File: config.mk
export PLATFORM = sky130hd
export DESIGN_NAME = dec_lut_req_ctrl
export DESIGN_NICKNAME = d
export VERILOG_FILES = /design/src/rtl/dec_lut_req_ctrl.sv
export SDC_FILE = /design/constraint.sdc
export NUM_CORES = 1
export LEC_CHECK = 0
export ABC_AREA = 1
export BUFFER_PORTS_ARGS = -buffer_cell sky130_fd_sc_hd__clkbuf_2
export CAP_MARGIN = 25
export CORE_MARGIN = 2
export CORE_UTILIZATION = 46
export CTS_CLUSTER_DIAMETER = 50
export DETAILED_ROUTE_END_ITERATION = 12
export PLACE_DENSITY = 0.83
export RECOVER_POWER = 25
export SLEW_MARGIN = 20
export SYNTH_ARGS = -nofsm -noshare
export SYNTH_HDL_FRONTEND = slang
export SYNTH_SLANG_ARGS = --single-unit
File: constraint.sdc
create_clock -name clk -period 1.6 [get_ports clk]
set_clock_uncertainty 0.1 [all_clocks]
set_input_delay 0.32 -clock clk [delete_from_list [all_inputs] [get_ports clk]]
set_output_delay 0.32 -clock clk [all_outputs]
set_load 0.01 [all_outputs]
File: src/rtl/dec_lut_req_ctrl.sv
// Request sequencer for the DEC LUT decoder: launches one word, masks stale found
// during settle, waits (with watchdog) for found, and returns the captured N.
module dec_lut_req_ctrl #(
   parameter int W_BITS   = 39,
   parameter int N_BITS   = 25,
   parameter int SETTLE   = 2,
   parameter int MAX_WAIT = 1024,
   parameter int CNT_W    = 16
) (
   input  logic              clk,
   input  logic              rst_n,
   input  logic              in_valid,
   output logic              in_ready,
   input  logic [W_BITS-1:0] in_w,
   output logic [W_BITS-1:0] dec_w,
   input  logic              dec_found,
   input  logic [N_BITS-1:0] dec_n,
   output logic              out_valid,
   input  logic              out_ready,
   output logic [N_BITS-1:0] out_n,
   output logic              out_timeout,
   output logic [CNT_W-1:0]  req_cnt,
   output logic [CNT_W-1:0]  tmo_cnt
);

   localparam int WC_W = (MAX_WAIT > 1) ? $clog2(MAX_WAIT) : 1;
   localparam logic [3:0]      SETTLE_L = 4'(SETTLE);
   localparam logic [WC_W-1:0] WAIT_LIM = WC_W'(MAX_WAIT - 1);

   typedef enum logic [1:0] {IDLE, SETTLE_ST, WAIT, DONE} state_e;

   state_e            state_q, state_d;
   logic              in_ready_q, in_ready_d;
   logic              out_valid_q, out_valid_d;
   logic              out_timeout_q, out_timeout_d;
   logic [W_BITS-1:0] dec_w_q, dec_w_d;
   logic [N_BITS-1:0] out_n_q, out_n_d;
   logic [CNT_W-1:0]  req_cnt_q, req_cnt_d;
   logic [CNT_W-1:0]  tmo_cnt_q, tmo_cnt_d;
   logic [3:0]        settle_q, settle_d;
   logic [WC_W-1:0]   wait_q, wait_d;

   always_comb begin
      state_d       = state_q;
      out_valid_d   = out_valid_q;
      out_timeout_d = out_timeout_q;
      dec_w_d       = dec_w_q;
      out_n_d       = out_n_q;
      req_cnt_d     = req_cnt_q;
      tmo_cnt_d     = tmo_cnt_q;
      settle_d      = settle_q;
      wait_d        = wait_q;
      unique case (state_q)
         IDLE: begin
            if (in_valid && in_ready_q) begin
               dec_w_d   = in_w;
               req_cnt_d = (req_cnt_q == '1) ? req_cnt_q : req_cnt_q + 1'b1;
               settle_d  = SETTLE_L;
               state_d   = SETTLE_ST;
            end
         end
         SETTLE_ST: begin
            // Counter reaching 0 on this edge means WAIT starts SETTLE cycles after accept.
            settle_d = settle_q - 4'd1;
            if (settle_q <= 4'd1) begin
               wait_d  = '0;
               state_d = WAIT;
            end
         end
         WAIT: begin
            if (dec_found) begin
               out_n_d       = dec_n;
               out_timeout_d = 1'b0;
               out_valid_d   = 1'b1;
               state_d       = DONE;
            end else if (wait_q == WAIT_LIM) begin
               out_n_d       = '0;
               out_timeout_d = 1'b1;
               out_valid_d   = 1'b1;
               tmo_cnt_d     = (tmo_cnt_q == '1) ? tmo_cnt_q : tmo_cnt_q + 1'b1;
               state_d       = DONE;
            end else begin
               wait_d = wait_q + 1'b1;
            end
         end
         DONE: begin
            if (out_ready) begin
               out_valid_d = 1'b0;
               state_d     = IDLE;
            end
         end
         default: state_d = IDLE;
      endcase
      in_ready_d = (state_d == IDLE);
   end

   always_ff @(posedge clk) begin
      if (!rst_n) begin
         state_q       <= IDLE;
         in_ready_q    <= 1'b1;
         out_valid_q   <= 1'b0;
         out_timeout_q <= 1'b0;
         dec_w_q       <= '0;
         out_n_q       <= '0;
         req_cnt_q     <= '0;
         tmo_cnt_q     <= '0;
         settle_q      <= '0;
         wait_q        <= '0;
      end else begin
         state_q       <= state_d;
         in_ready_q    <= in_ready_d;
         out_valid_q   <= out_valid_d;
         out_timeout_q <= out_timeout_d;
         dec_w_q       <= dec_w_d;
         out_n_q       <= out_n_d;
         req_cnt_q     <= req_cnt_d;
         tmo_cnt_q     <= tmo_cnt_d;
         settle_q      <= settle_d;
         wait_q        <= wait_d;
      end
   end

   assign in_ready    = in_ready_q;
   assign out_valid   = out_valid_q;
   assign out_timeout = out_timeout_q;
   assign dec_w       = dec_w_q;
   assign out_n       = out_n_q;
   assign req_cnt     = req_cnt_q;
   assign tmo_cnt     = tmo_cnt_q;

endmodule

### Yosys cells after proc, flatten, opt, wreduce, memory -nomap -nowiden

Cells that the tools add are included.

* register bits: 115
* input port bits: 69
* output and inout bits: 99
* logic and storage cells: 63

* $add $sub $neg: 4
* $lt $le $gt $ge: 1
* eq/ne operators: 12
* mux-type cells: 19
* bitwise gates (word level): 3
* reduce and logical (&&, ||, !) cells: 14

Operators with widths (count)
* 25-bit 2-to-1 mux: 2
* 16-bit by 1-bit adder with 16-bit output, second input constant: 2
* 16-bit equality test, second input constant: 2
* 10-bit 2-to-1 mux: 3
* 10-bit case mux with 2 select lines: 1
* 10-bit by 1-bit adder with 10-bit output, second input constant: 1
* 10-bit equality test, second input constant: 1
* 2-bit 2-to-1 mux: 5
* 2-bit inequality test, second input constant: 5
* 2-bit case mux with 4 select lines: 1
* 4-bit case mux with 2 select lines: 1
* 4-bit AND reduction: 2
* 2-bit nonzero test: 4
* 2-bit AND reduction: 3
* 3-bit AND reduction: 2
* 2-bit equality test, second input constant: 2
* 4-bit by 1-bit less-or-equal comparator with 1-bit output, second input constant: 1
* 2-bit logical NOT: 2
* 1-bit 2-to-1 mux: 4
* 4-bit 2-to-1 mux: 1
* 4-bit by 1-bit subtractor with 4-bit output, second input constant: 1
* 3-bit inequality test, second input constant: 1
* 1-bit NOT: 3
* 2-bit by 1-bit equality test with 1-bit output, second input constant: 1
* other kinds (2): 2

### Depth between registers and ports, before layout

Gate-level depths: netlist of run 1.

* word-level depth: 5
* depth in mapped cells: 10
* gate-level depth less buffers: 10

### Worst setup path before layout of run 1

OpenSTA, ideal clock, no wires.

* path type: register to register
* from: register tmo_cnt_q[0], in the netlist tmo_cnt[0]
* to: register tmo_cnt_q[4], in the netlist tmo_cnt[4]
* setup time: 135 ps
* arrival time: 1483 ps
* required time: 1365 ps
* path slack: -118 ps
* cell stages (with the launch flop): 11
* buffers on the path: 1
* clock period less this slack: 1718 ps
* cells stage by stage: dfxtp_1 ha_1 nand2_1 nor2_2 nand2_2 nor2_2 nor2_2 nand2_4 buf_6 nand2_1 a21oi_2

* longest elaborated chain between the ends: 3
* elaborated cells between the ends (all ways): 4
* classes of those cells: add/sub (1); eq/ne (1); bitwise (1); reduce/logical (1)

RTL lines
* from (decl): line 39 `logic [CNT_W-1:0] tmo_cnt_q, tmo_cnt_d;`
* from (signal assigned): line 117 `tmo_cnt_q <= tmo_cnt_d;`
* branches (longest 3 deep; another with 16-bit by 1-bit adder with 16-bit output)

Parallel ways; which one is timed is not known.
A chain may end at the register's enable or synchronous reset.

### Final worst setup path of run 1

* from: register wait_q[0]
* to: register wait_q[7]

* longest elaborated chain between the ends: 4
* elaborated cells between the ends (all ways): 7
* classes of those cells: add/sub (1); eq/ne (2); mux (3); reduce/logical (1)

RTL lines
* from (decl): line 41 `logic [WC_W-1:0] wait_q, wait_d;`
* from (signal assigned): line 119 `wait_q <= wait_d;`
* 10-bit by 1-bit adder with 10-bit output: line 83 `wait_d = wait_q + 1'b1;`
* 10-bit 2-to-1 mux: line 76 `end else if (wait_q == WAIT_LIM) begin`
* 10-bit 2-to-1 mux: line 71 `if (dec_found) begin`
* 10-bit case mux with 2 select lines: line 53 `unique case (state_q)`

Several ways; a longest one is shown, not always the timed one. The select of a mux whose other input is x is not followed.

==> results of run 1 <==
[logic make-up (layout without fill, tap and decap cells)]
kind of cell             count (synthesis)  after routing  synth area share
AND/OR/NAND/NOR                        388            389             0.318
XOR/XNOR                                22             22            0.0372
flip-flops                             115            115             0.445
AO/OA/AOI/OAI                          121            121             0.127
buffers and inverters                   69            365            0.0614
other                                    0              1                 0
adder cells (fa/ha/maj)                  5              5            0.0121
[per-stage QoR]
step / utilization / hold WS (ps) / cells
after detailed placement: 0.602 / 354 / 1055
after CTS: 0.714 / 0.497 / 1149
after global routing: 0.736 / 49.2 / 1157
after global placement: 0.602 / 348 / 1055
after floorplan: - / 337 / 720
final: 0.736 / 58.3 / 1158
[sequential cells by signal, summed over array words and instances (netlist names)]
signal       cells
dec_w           39
out_n           25
req_cnt         16
tmo_cnt         16
wait_q          10
settle_q         4
state_q          2
in_ready         1
out_timeout      1
out_valid        1
[where the power goes]
| group | switching (W) | internal (W) | total [W] |
|---|---|---|---|
| sequential | 0.000320 | 0.00335 | 0.00367 |
| clock | 0.00143 | 0.00239 | 0.00382 |
| combinational | 0.00184 | 0.00123 | 0.00307 |
| total | 0.00359 | 0.00697 | 0.0106 |
[worst max-delay path by stage]
stage | slack, ps | endpoint | from | cells after the start
5_1_grt | -100 | wait_q[7]$_SDFFE_PN0P_ | state_q[1]$_SDFF_PN0_ | 9
2_1_floorplan | 0.6 | req_cnt[1]$_SDFFE_PN0P_ | req_cnt[0]$_SDFFE_PN0P_ | 9
3_5_place_dp | -70 | out_n[3]$_SDFFE_PN0P_ | wait_q[1]$_SDFFE_PN0P_ | 8
4_1_cts | -40 | tmo_cnt[1]$_SDFFE_PN0P_ | wait_q[1]$_SDFFE_PN0P_ | 8
3_3_place_gp | 5 | out_n[20]$_SDFFE_PN0P_ | wait_q[1]$_SDFFE_PN0P_ | 8
6_report | -0.5 | wait_q[7]$_SDFFE_PN0P_ | wait_q[0]$_SDFFE_PN0P_ | 9
[what timing repair did]
item                       CTS  global route
setup buffers                0             8
hold endpoints to repair    61             0
hold buffers                61             0
setup endpoints to repair   33            66
resized for setup            5            51
pin swaps                    1            34
cloned                       1             0
[layout make-up]
type	instances	area, µm²	share of cell area
sequential	115	2330	0.290
antenna	1	2.50	0.000312
tap	140	175	0.0219
clock buffer	18	418	0.0521
inverter	40	158	0.0197
multi-input combinational	537	2730	0.341
timing repair buffer	293	2020	0.252
clock inverter	14	178	0.0222
[worst reg2reg max path, delay by kind of cell, from the launching register on]
kind	cells	cell delay, ps
simple gates	7	760
flops	1	350
compound gates	1	160
fa+ha+maj	1	160
[cell usage in the layout, fill, tap and decap left out, types with 5 or more instances in the layout]
cell type,n
nor2_4,12
inv_1,31
clkbuf_1,10
dlygate4sd3_1,61
nor2_1,125
clkbuf_16,16
dfxtp_2,9
inv_2,6
buf_6,8
a21oi_2,11
xor2_1,12
nand2_2,13
nand2_1,179
xnor2_1,9
buf_12,5
a21oi_1,55
nand3_1,32
dfxtp_1,102
buf_4,51
clkbuf_2,158
nand4_1,9
o21ai_0,44
[metal layers]
layer / GRT usage / vias up / share of wire
met3: 0.0800 / 75 / 0.082
met4: 0.138 / 0 / 0.040
met2: 0.473 / 326 / 0.49
met5: 0 / - / 0
met1: 0.318 / 2845 / 0.38
li1: - / 2891 / -
==> impl_results.md, run 1 <==
- Layout cells sized above 1: 0.324
- Tightest Pin Transition: 420 ps
- Share of the synthesized area in the top cell type: 0.445
- First-pass GRT wire length: 26.4 mm
- Worst EP arrival: 1940 ps
- RSZ-0062 raised after global routing: true
- Post-DP HPWL: 9.78 mm
- CTS Buf Count: 17
- Period utilization: 1.00
- Status: finished with violations
- Crit path max fanout: 9
- IO Count: 168
- Vias per inst: 5.30
- Total track usage: 0.278
- Area delta synth->final: 54.9%
- Synth area leader: dfxtp_1
- R2R Path End: wait_q[7]$_SDFFE_PN0P_
- #FFs+latches synth: 115
- Antenna-violating nets left: 0
- Setup TNS: -0.460 ps
- DR vias: 6137
- Ys async rst share: 0
- Worst vdd ir: 1.11 mV
- Critical Path Sink Type: flop
- Fin. max-slew vios: 0
- Worst setup margin: -0.460 ps
- Syn avg cell area: 7.19 µm²
- Final setup violation count: 1
- Syn nets: 794
- Post-synth cell types: 35
- Rel. slew slack: 0.718
- Mapped Area: 5180 µm²
- Die height: 110 µm
- Max-Cap Viols: 0
- EDFF count, synth: 0
- Worst flop-to-flop path startpoint: wait_q[0]$_SDFFE_PN0P_
- Startpoint types: flop
- Final min period: 1600 ps
- Die ar.: 12100 µm²
- Worst-Skew Late Latency: 510 ps
- Drt drc: 0
- Static Leakage: 3.46 nW
- Ranking of synthesized cells by instance count: nand2_1, nor2_1, dfxtp_1, a21oi_1, o21ai_0
- Slowest stage delay, CP: 350 ps
- Dominant cells by area after synthesis: dfxtp_1, nand2_1, nor2_1
- Antenna violations before repair: 0
- WHS Path Cells: 3
- DR pass1 iterations: 5
- Setup CP Type: reg -> reg
- Syn. warnings: 0
- Fmax achieved: 625 MHz
- Top cell by count, worst path: nand2_1
- PD cells: 1320 nW/µm²
- CTS tree: built
- DR iter-0 viols: 464
- Hold/Removal Path Class: in -> reg
- Gate Count Post-Synth: 720
- Core footprint: 10900 µm²
- Critical path's top delay family: simple AND/OR/NAND/NOR gates
- FF-to-FF setup slack: -0.5 ps
- Predominant post-synthesis flop cell: dfxtp_1
- Max clock buf depth: 2
- Final WL: 17.8 mm
- Failing checks: setup timing
- Port-buffer cells: 167
- Crit path cell chain: ha_4, nand3_4, nor2_4, nand2_1, nand2_1, nand2_2, nand2_4, nand2_1, a21oi_1
- Starting Density: 0.475
- CP max stage cell: dfxtp_2
- Root buf cell: clkbuf_8
- Fin area: 8020 µm²
- Grt ovf: 0
- Placed inst area: 6550 µm²
- Total clock sinks: 115
- Hold Crit Endpoint: dec_w[14]$_SDFFE_PN0P_
- Hold Vio Cnt, Final: 0
- Req. time, crit path: 1940 ps
- Length in cells of the worst reg-to-reg path: 9
- Clk slew on worst S/H paths: 60 ps
- Overall power: 0.0106 W
- Final Wtd Congestion: 0.877
- Final net count: 1078
- Most frequent cell after synthesis: nand2_1
- DP Worst Slack: -65.3 ps
- Chip Width: 110 µm
- H-tree levels: 4
- Hold path start: in_w[14]
- DR WL/cell: 15.4 µm
- Largest net degree at the start of global routing: 41
- Cell Rows: 38
- Buf/Inv on CP: 0
- Vias in the first global route: 5747
- Sequential-to-total area share from yosys stat: 0.445
- Number of fill cells: 716
(Power assumes the default switching activity.)
==> run 2, diff against run 1 <==
--- a/config.mk
+++ b/config.mk
@@ -14,6 +14,7 @@
 export DETAILED_ROUTE_END_ITERATION = 12
 export PLACE_DENSITY = 0.83
 export RECOVER_POWER = 25
+export SETUP_SLACK_MARGIN = 0.1
 export SLEW_MARGIN = 20
 export SYNTH_ARGS = -nofsm -noshare
 export SYNTH_HDL_FRONTEND = slang
==> impl_results.md, run 2 (synthesized netlist as in run 1, its figures left out) <==
- Worst EP arrival: 2130 ps
- CTS tree: built
- DR WL/cell: 18.1 µm
- Worst-Skew Late Latency: 540 ps
- Rel. slew slack: 0.694
- DR vias: 6653
- Clk slew on worst S/H paths: 70 ps
- Vias per inst: 5.55
- IO Count: 168
- CP max stage cell: dfxtp_2
- Sw Pwr: 0.00394 W
- Hold WS: -13.9 ps
- Slowest stage delay, CP: 360 ps
- Overall power: 0.0110 W
- Root buf cell: clkbuf_8
- Antenna-violating nets left: 0
- RSZ-0062 raised after global routing: true
- Antenna Diode Count: 0
- Critical path's top delay family: simple AND/OR/NAND/NOR gates
- Static Leakage: 3.85 nW
- Final core occ: 0.836
- Fin. max-slew vios: 0
- Final Wtd Congestion: 0.871
- Sequential power share: 0.335
- Fmax achieved: 563 MHz
- Vias in the first global route: 6199
- Max-Cap Viols: 0
- Buf/Inv on CP: 0
- Crit path cell chain: nand2_1, nor2_1, nand2_2, nor2_4, nor2_4, nand2_8, nand2_1, a21oi_2
- Worst setup margin: -177 ps
- WHS Path Cells: 3
- Chip Width: 110 µm
- Critical Path Sink Type: flop
- First-pass GRT wire length: 29.1 mm
- Number of fill cells: 558
- Grt ovf: 0
- Final WL: 21.7 mm
- Failing checks: hold timing, setup timing
- Final net count: 1120
- DP Worst Slack: -122 ps
- Worst flop-to-flop path startpoint: tmo_cnt[11]$_SDFFE_PN0P_
- Period utilization: 1.11
- Clk pwr share: 0.350
- Final setup violation count: 18
- R2R Path End: tmo_cnt[9]$_SDFFE_PN0P_
- Crit path from: tmo_cnt[11]$_SDFFE_PN0P_
- Drt drc: 0
- H-tree levels: 4
- Startpoint types: flop
- Max FFs per register: 39
- Antenna violations before repair: 0
- Crit path max fanout: 16
- PD cells: 1210 nW/µm²
- Core footprint: 10900 µm²
- Comb power frac: 0.315
- Req. time, crit path: 1960 ps
- P_int: 0.00711 W
- Hold/Removal Path Class: in -> reg
- Setup CP Type: reg -> reg
- FF-to-FF setup slack: -180 ps
- Total clock sinks: 115
- Port-buffer cells: 167
- Switching Fraction: 0.357
- Die height: 110 µm
- Post-DP HPWL: 10.0 mm
- Largest net degree at the start of global routing: 40
- Leading cell type in the layout, fill and taps excluded: nand2_1
- Tightest Pin Transition: 458 ps
- Critical Path Sink: tmo_cnt[9]$_SDFFE_PN0P_
- Total track usage: 0.310
- Final min period: 1780 ps
- CTS Buf Count: 17
- DR iter-0 viols: 668
- Worst vdd ir: 1.16 mV
- Critical path depth: 8
- DR pass1 iterations: 7
- Cell Rows: 38
- Status: finished with violations
- Max clock buf depth: 2
- Length in cells of the worst reg-to-reg path: 8
- Area delta synth->final: 75.9%
- Most frequent cells in the layout: nand2_1, clkbuf_2, nor2_1
- Hold Vio Cnt, Final: 1
- Layout cells sized above 1: 0.474
- Starting Density: 0.475
- Die ar.: 12100 µm²
[run 2: cell types whose count changed in the layout (fill, tap and decap cells not counted), sizes merged]
cell,change
buf,+65
bufinv,-1
clkbuf,-21
clkinv,+2
clkinvlp,-1
diode,-1
dlygate4sd3,-2
inv,-1
nand2,+1
[run 2: per-stage QoR]
stage	TNS, ps	instances	area, µm²	hold WS, ps
global route	-3440	1199	9110	26.5
detailed placement	-2430	1053	6620	351
finish	-1490	1199	9110	-13.9
global placement	-1070	1053	6620	349
CTS	0	1180	8380	0.0306
floorplan	0	720	5300	337
[run 2: worst min path at each step]
stage / slack, ps / startpoint / to
after floorplan: 340 / rst_n / state_q[0]$_SDFF_PN0_
after global placement: 350 / out_n[4]$_SDFFE_PN0P_ / out_n[4]$_SDFFE_PN0P_
after detailed placement: 350 / out_n[9]$_SDFFE_PN0P_ / out_n[9]$_SDFFE_PN0P_
after CTS: 0.03 / in_w[0] / dec_w[0]$_SDFFE_PN0P_
after global routing: 30 / in_w[19] / dec_w[19]$_SDFFE_PN0P_
final: -10 / in_w[19] / dec_w[19]$_SDFFE_PN0P_
[run 2: what timing repair did]
action / CTS / global route
buffers inserted: 35 / 19
hold endpoints to repair: 59 / 0
resized for setup: 87 / 180
hold buffers: 59 / 0
setup endpoints to repair: 96 / 105
cloned: 2 / 0
pin swaps: 17 / 32
[run 2: power groups by stage]
| stage | clock, W | combinational (W) | sequential [W] |
|---|---|---|---|
| 5_1_grt | 0.00402 | 0.00377 | 0.00374 |
| 4_1_cts | 0.00382 | 0.00301 | 0.00364 |
| 3_5_place_dp | 0 | 0.00259 | 0.00369 |
| 3_3_place_gp | 0 | 0.00255 | 0.00366 |
| 2_1_floorplan | 0 | 0.00145 | 0.00385 |
| 6_report | 0.00387 | 0.00348 | 0.00370 |
[run 2: cell type report]
class	count	area (µm²)	share of cell area
multi-input combinational	538	3170	0.349
clock inverter	13	149	0.0163
timing repair buffer	334	2600	0.285
clock buffer	19	453	0.0497
inverter	40	160	0.0176
tap	140	175	0.0192
sequential	115	2400	0.263
[run 2: metal layers]
metal	wire, µm	share of wire	vias to the layer above	track usage
met4	1120	0.052	0	0.157
met1	7830	0.36	3140	0.335
met2	11000	0.51	426	0.541
met3	1810	0.083	103	0.0994
met5	0	0	-	0
li1	-	-	2984	-
[run 2: worst min-delay path: cells and delay by family]
kind | cells | cell delay [ps]
AO/OA/AOI/OAI | 1 | 90
buffers and inverters | 1 | 80
AND/OR/NAND/NOR | 1 | 90
